<file path="src/rtl/lcd_cmd_seq.sv">
// Command sequencer feeding the LCD controller from a command ROM script.
// Optional feature: define LCD_SEQ_REPEAT_EN to honour the per-entry repeat count in CROM bits [7:4].
module lcd_cmd_seq #(
    parameter int unsigned AW = 6,
    parameter int unsigned CW = 8
) (
    input  logic          clk,
    input  logic          reset,
    input  logic          start,
    output logic          CROM_rd,
    output logic [AW-1:0] CROM_A,
    input  logic [CW-1:0] CROM_Q,
    output logic [3:0]    cmd,
    output logic          cmd_valid,
    input  logic          busy,
    input  logic          done,
    output logic          seq_done,
    output logic [7:0]    issued_cnt
);

    localparam logic [2:0] IDLE   = 3'd0;
    localparam logic [2:0] FETCH  = 3'd1;
    localparam logic [2:0] LOAD   = 3'd2;
    localparam logic [2:0] ISSUE  = 3'd3;
    localparam logic [2:0] GUARD  = 3'd4;
    localparam logic [2:0] FINISH = 3'd5;
    localparam logic [2:0] DONE   = 3'd6;

    localparam logic [AW-1:0] LAST_ADDR = {AW{1'b1}};
    localparam logic [3:0]    CMD_WRITE = 4'd0;

    logic [2:0]    state_q, state_d;
    logic          crom_rd_q, crom_rd_d;
    logic [AW-1:0] crom_a_q, crom_a_d;
    logic [3:0]    cmd_q, cmd_d;
    logic          cmd_valid_q, cmd_valid_d;
    logic          seq_done_q, seq_done_d;
    logic [7:0]    cnt_q, cnt_d;
    logic [3:0]    cur_cmd_q, cur_cmd_d;
    logic [3:0]    rep_left;

    logic is_write;
    logic at_last;
    logic cnt_sat;

    assign is_write = (cur_cmd_q == CMD_WRITE);
    assign at_last  = (crom_a_q == LAST_ADDR);
    assign cnt_sat  = (cnt_q == 8'hFF);

`ifdef LCD_SEQ_REPEAT_EN
    logic [3:0] rep_left_q, rep_left_d;

    // A Write entry is issued once whatever its repeat field says.
    always_comb begin
        rep_left_d = rep_left_q;
        if (state_q == LOAD) begin
            rep_left_d = (CROM_Q[3:0] == CMD_WRITE) ? 4'd0 : CROM_Q[7:4];
        end else if ((state_q == GUARD) && !is_write && (rep_left_q != 4'd0)) begin
            rep_left_d = rep_left_q - 4'd1;
        end
    end

    always_ff @(posedge clk or posedge reset) begin
        if (reset) begin
            rep_left_q <= 4'd0;
        end else begin
            rep_left_q <= rep_left_d;
        end
    end

    assign rep_left = rep_left_q;
`else
    logic unused_crom_hi;

    assign unused_crom_hi = ^CROM_Q[CW-1:4];
    assign rep_left       = 4'd0;
`endif

    always_comb begin
        state_d     = state_q;
        crom_rd_d   = 1'b0;
        crom_a_d    = crom_a_q;
        cmd_d       = cmd_q;
        cmd_valid_d = 1'b0;
        seq_done_d  = seq_done_q;
        cnt_d       = cnt_q;
        cur_cmd_d   = cur_cmd_q;

        unique case (state_q)
            IDLE: begin
                if (start) begin
                    crom_rd_d = 1'b1;
                    state_d   = FETCH;
                end
            end
            FETCH: begin
                state_d = LOAD;
            end
            LOAD: begin
                cur_cmd_d = CROM_Q[3:0];
                state_d   = ISSUE;
            end
            ISSUE: begin
                if (!busy) begin
                    cmd_valid_d = 1'b1;
                    cmd_d       = cur_cmd_q;
                    if (!cnt_sat) begin
                        cnt_d = cnt_q + 8'd1;
                    end
                    state_d = GUARD;
                end
            end
            GUARD: begin
                // busy is deliberately ignored here so the controller can raise it.
                if (is_write) begin
                    state_d = FINISH;
                end else if (rep_left != 4'd0) begin
                    state_d = ISSUE;
                end else if (at_last) begin
                    cur_cmd_d = CMD_WRITE;
                    state_d   = ISSUE;
                end else begin
                    crom_a_d  = crom_a_q + 1'b1;
                    crom_rd_d = 1'b1;
                    state_d   = FETCH;
                end
            end
            FINISH: begin
                if (done) begin
                    seq_done_d = 1'b1;
                    state_d    = DONE;
                end
            end
            DONE: begin
                state_d = DONE;
            end
            default: begin
                state_d = IDLE;
            end
        endcase
    end

    always_ff @(posedge clk or posedge reset) begin
        if (reset) begin
            state_q     <= IDLE;
            crom_rd_q   <= 1'b0;
            crom_a_q    <= '0;
            cmd_q       <= 4'd0;
            cmd_valid_q <= 1'b0;
            seq_done_q  <= 1'b0;
            cnt_q       <= 8'd0;
            cur_cmd_q   <= 4'd0;
        end else begin
            state_q     <= state_d;
            crom_rd_q   <= crom_rd_d;
            crom_a_q    <= crom_a_d;
            cmd_q       <= cmd_d;
            cmd_valid_q <= cmd_valid_d;
            seq_done_q  <= seq_done_d;
            cnt_q       <= cnt_d;
            cur_cmd_q   <= cur_cmd_d;
        end
    end

    assign CROM_rd    = crom_rd_q;
    assign CROM_A     = crom_a_q;
    assign cmd        = cmd_q;
    assign cmd_valid  = cmd_valid_q;
    assign seq_done   = seq_done_q;
    assign issued_cnt = cnt_q;

    a_valid_single: assert property (@(posedge clk) disable iff (reset)
        cmd_valid |=> !cmd_valid);
    a_done_sticky: assert property (@(posedge clk) disable iff (reset)
        seq_done |=> seq_done);

endmodule

</file>
<file path="config.mk">
export PLATFORM = sky130hd
export DESIGN_NAME = lcd_cmd_seq
export DESIGN_NICKNAME = d
export VERILOG_FILES = /design/src/rtl/lcd_cmd_seq.sv
export SDC_FILE = /design/constraint.sdc
export NUM_CORES = 1
export LEC_CHECK = 0
export ABC_AREA = 0
export CAP_MARGIN = 15
export CORE_AREA = 5 5 64 66
export CTS_BUF_LIST = sky130_fd_sc_hd__clkbuf_16
export DETAILED_ROUTE_END_ITERATION = 8
export DIE_AREA = 0 0 69 71
export PLACE_DENSITY = 0.72
export SLEW_MARGIN = 20
export SYNTH_ARGS = -nofsm -noshare
export SYNTH_HDL_FRONTEND = slang
export SYNTH_SLANG_ARGS = --single-unit
</file>
<file path="constraint.sdc">
create_clock -name clk -period 1.3 [get_ports clk]
set_input_delay 0.13 -clock clk [delete_from_list [all_inputs] [get_ports clk]]
set_output_delay 0.13 -clock clk [all_outputs]
set_load 0.01 [all_outputs]
</file>
==> metrics.txt <==
# IOs 34; max incr delay on CP 0.51 ns; Post-DP Area 2070 um^2; Avg Cell Area, Syn 11.2 um^2; GR met2 Demand/Resource 31.0%; nets 216; Crit path required time 1.45 ns; Starting Density 40.9%; Design Power 0.00480 W; count of pins over their slew limit 0; critical-path cell list o41a_1 -> o211ai_2 -> mux2_4; Via density 5.25; Worst Tran Pin Value 0.359 ns; Std-Cell Rows 22; final worst slack -0.175 ns; die span in x 69 um; gr busiest metal met2; Synth area leader dfrtp_1; RSZ-0062 raised after global routing yes; layout cells sized above 1 35.0%; failing checks negative setup slack; met1 GRT Util 18.0%; CTS clk-pin slew, worst paths 0.07 ns; CTS Hold Bufs 0; DRT Wirelength 3.74 mm; grt total ovfl 0; Total GRT Usage 15.9%; number of synthesized register bits 28; crit end category flop; Pwr Density 2110 nW/um^2; pin count of the biggest net entering global routing 29; Worst R2R Path Depth 3; gpl congestion 0.853; r2r startpoint cur_cmd_q[1]$_DFFE_PP0P_; minimum clock period 1.48 ns; FILL cells 303; CTS tree done; Antenna Violating Nets Remaining 0; Arrival @ worst endpoint 1.62 ns; crit path from cur_cmd_q[1]$_DFFE_PP0P_; Yosys Warn Count 0; Synth top area share 48.6%; die height 71 um; maxcap violations 0; sequential-to-total area share from yosys stat 48.6%; Pleak 1.13 nW; synthesized instance count 129; total CTS buffers 3; antenna violations before repair 0; ranking of synthesized cells by area dfrtp_1 (49%), mux2_1 (4.7%), mux2_2 (3.9%); Worst Setup EP CROM_A[1]$_DFFE_PP0P_; HPWL Detailed 2.79 mm; root buffer cell clkbuf_16; Pre-antenna DRT Iters 4; max_slew headroom 76.1%; die area 4900 um^2; Netlist Area Pre-Place 1440 um^2; HP Class in -> async; synth unique cells 42; Crit-path slowest cell o41a_1; Worst-Skew Late Latency 0.26 ns; CP startpoint kind flop; Wirelength per Cell 15.1 um; GRT met3 Usage 3.84%; Final setup viols 19; via count 1301; Syn Nets 144; ant diodes 0; Critical R2R Capture CROM_A[1]$_DFFE_PP0P_; flop2flop setup slack -0.18 ns; Hold Vio Cnt, Final 0; P&R area growth vs syn 57.8%; Tcrit/Tclk final 113%; Iter 0 DRT Violations 50; DR DRC count 0; worst hold slack 0.243 ns; Sink Count 28; clock skew 0.00214 ns; deepest clock path buffer count 2; Max Fclk 678 MHz; Crit Path Class reg -> reg; status finished, violations left; final instance area 2280 um^2; first-pass GRT wire length 6.49 mm; maximum vdd drop 1.38 mV; # port buffers 29; Crit Path Max Fanout 4; H-tree Lvls 1; vias in the first global route 1407; Core Region 3520 um^2
metrics by stage:
step / setup TNS (ns) / std cells / worst slack (ns) / util, %
5_1_grt: -2.70 / 248 / -0.214 / 64.6
4_1_cts: -1.46 / 248 / -0.156 / 63.3
3_5_place_dp: -4.08 / 238 / -0.315 / 58.8
3_3_place_gp: -3.23 / 238 / -0.264 / 58.8
6_report: -1.46 / 248 / -0.175 / 64.6
2_1_floorplan: -0.910 / 129 / -0.179 / -
cell type report:
class	instances	area (um^2)	area share (%)
clock buffers	3	75.1	3.30
multi-input cells	92	767	33.7
clock inverters	1	30.0	1.32
inverters	5	18.8	0.825
well taps	48	60.1	2.64
repair buffers	71	622	27.3
flip-flops and latches	28	703	30.9
worst min path at each step:
stage                               startpoint  slack, ns                     end  cells after the start
after global routing                     reset       0.29  state_q[0]$_DFFE_PP0P_                      3
after CTS                                reset       0.25   CROM_A[3]$_DFFE_PP0P_                      3
after floorplan                          reset       0.20   CROM_A[1]$_DFFE_PP0P_                      1
after global placement    seq_done$_DFFE_PP0P_       0.45    seq_done$_DFFE_PP0P_                      1
after detailed placement  seq_done$_DFFE_PP0P_       0.46    seq_done$_DFFE_PP0P_                      1
final                                    reset       0.24       CROM_rd$_DFF_PP0_                      3
logic make-up (layout without fill, tap and decap cells):
family                     after synthesis  in the layout  synth area share [%]
buffers and inverters                   10             80                  3.73
muxes                                   13             13                  10.3
AOI/OAI and AO/OA                       29             29                  15.4
DFF                                     28             28                  48.6
xor gates and xnor gates                 2              2                  1.21
and+or+nand+nor                         45             46                  19.0
adders and majority gates                2              2                  1.73
layer usage:
layer  share of wire, %  wire length (um)
met3                3.9               145
met5                  0                 0
met1                 42              1560
met4               0.45                17
met2                 54              2010
cells in the final DEF (no fill, tap or decap), types with 3 or more instances in the layout:
cell	count
nor2b_1	4
clkbuf_16	3
nand4_1	4
nor2_1	4
nand2b_1	5
a21oi_1	4
dlymetal6s2s_1	7
buf_4	38
nand2_1	6
o2bb2ai_1	3
clkdlybuf4s50_1	9
mux2_1	4
o21ai_0	9
inv_1	5
nand3_1	6
mux2_4	8
dfrtp_1	26
buf_6	4
dlygate4sd2_1	13
Yosys cell counts (all sizes together):
cell     number
o41a          1
or2           2
nor2          4
nor4          3
o21ai        11
a41oi         1
o2bb2ai       4
a21oi         4
mux2i         1
a41o          1
dfrtp        28
nand2b        5
nor3b         1
xnor2         2
o22a          1
and3          1
and4bb        1
or3b          1
nor3          1
and4          2
and2          2
ha            2
inv           5
clkbuf        2
o2111a        1
a2bb2oi       1
o41ai         1
o211ai        2
nand2         7
buf           3
nor2b         4
nand4         4
nand3         7
mux2         12
a31oi         1
timing repair:
item / in CTS / in global routing
resized for setup: 19 / 14
setup buffers: 5 / 0
endpoints found under the setup margin: 36 / 32
pin swaps: 8 / 6
cloned: 1 / 0
worst max-delay path: cells and delay by family, from the launching register on:
family	cells	cell delay, ns
compound gates	2	0.63
mux	1	0.32
flops	1	0.41
state kept, by name (all words and copies together) (netlist names):
register and cells:
cmd_valid 1, cur_cmd_q 4, state_q 3, issued_cnt 8
seq_done 1, cmd 4, CROM_rd 1, CROM_A 6
power breakdown:
group	leakage [nW]	switching, W	total [W]	internal [W]
sequential	0.343	0.000277	0.00148	0.00120
clock	0.0511	0.000292	0.000904	0.000613
combinational	0.734	0.00105	0.00241	0.00137
total	1.13	0.00162	0.00480	0.00318
(Power assumes the default switching activity.)
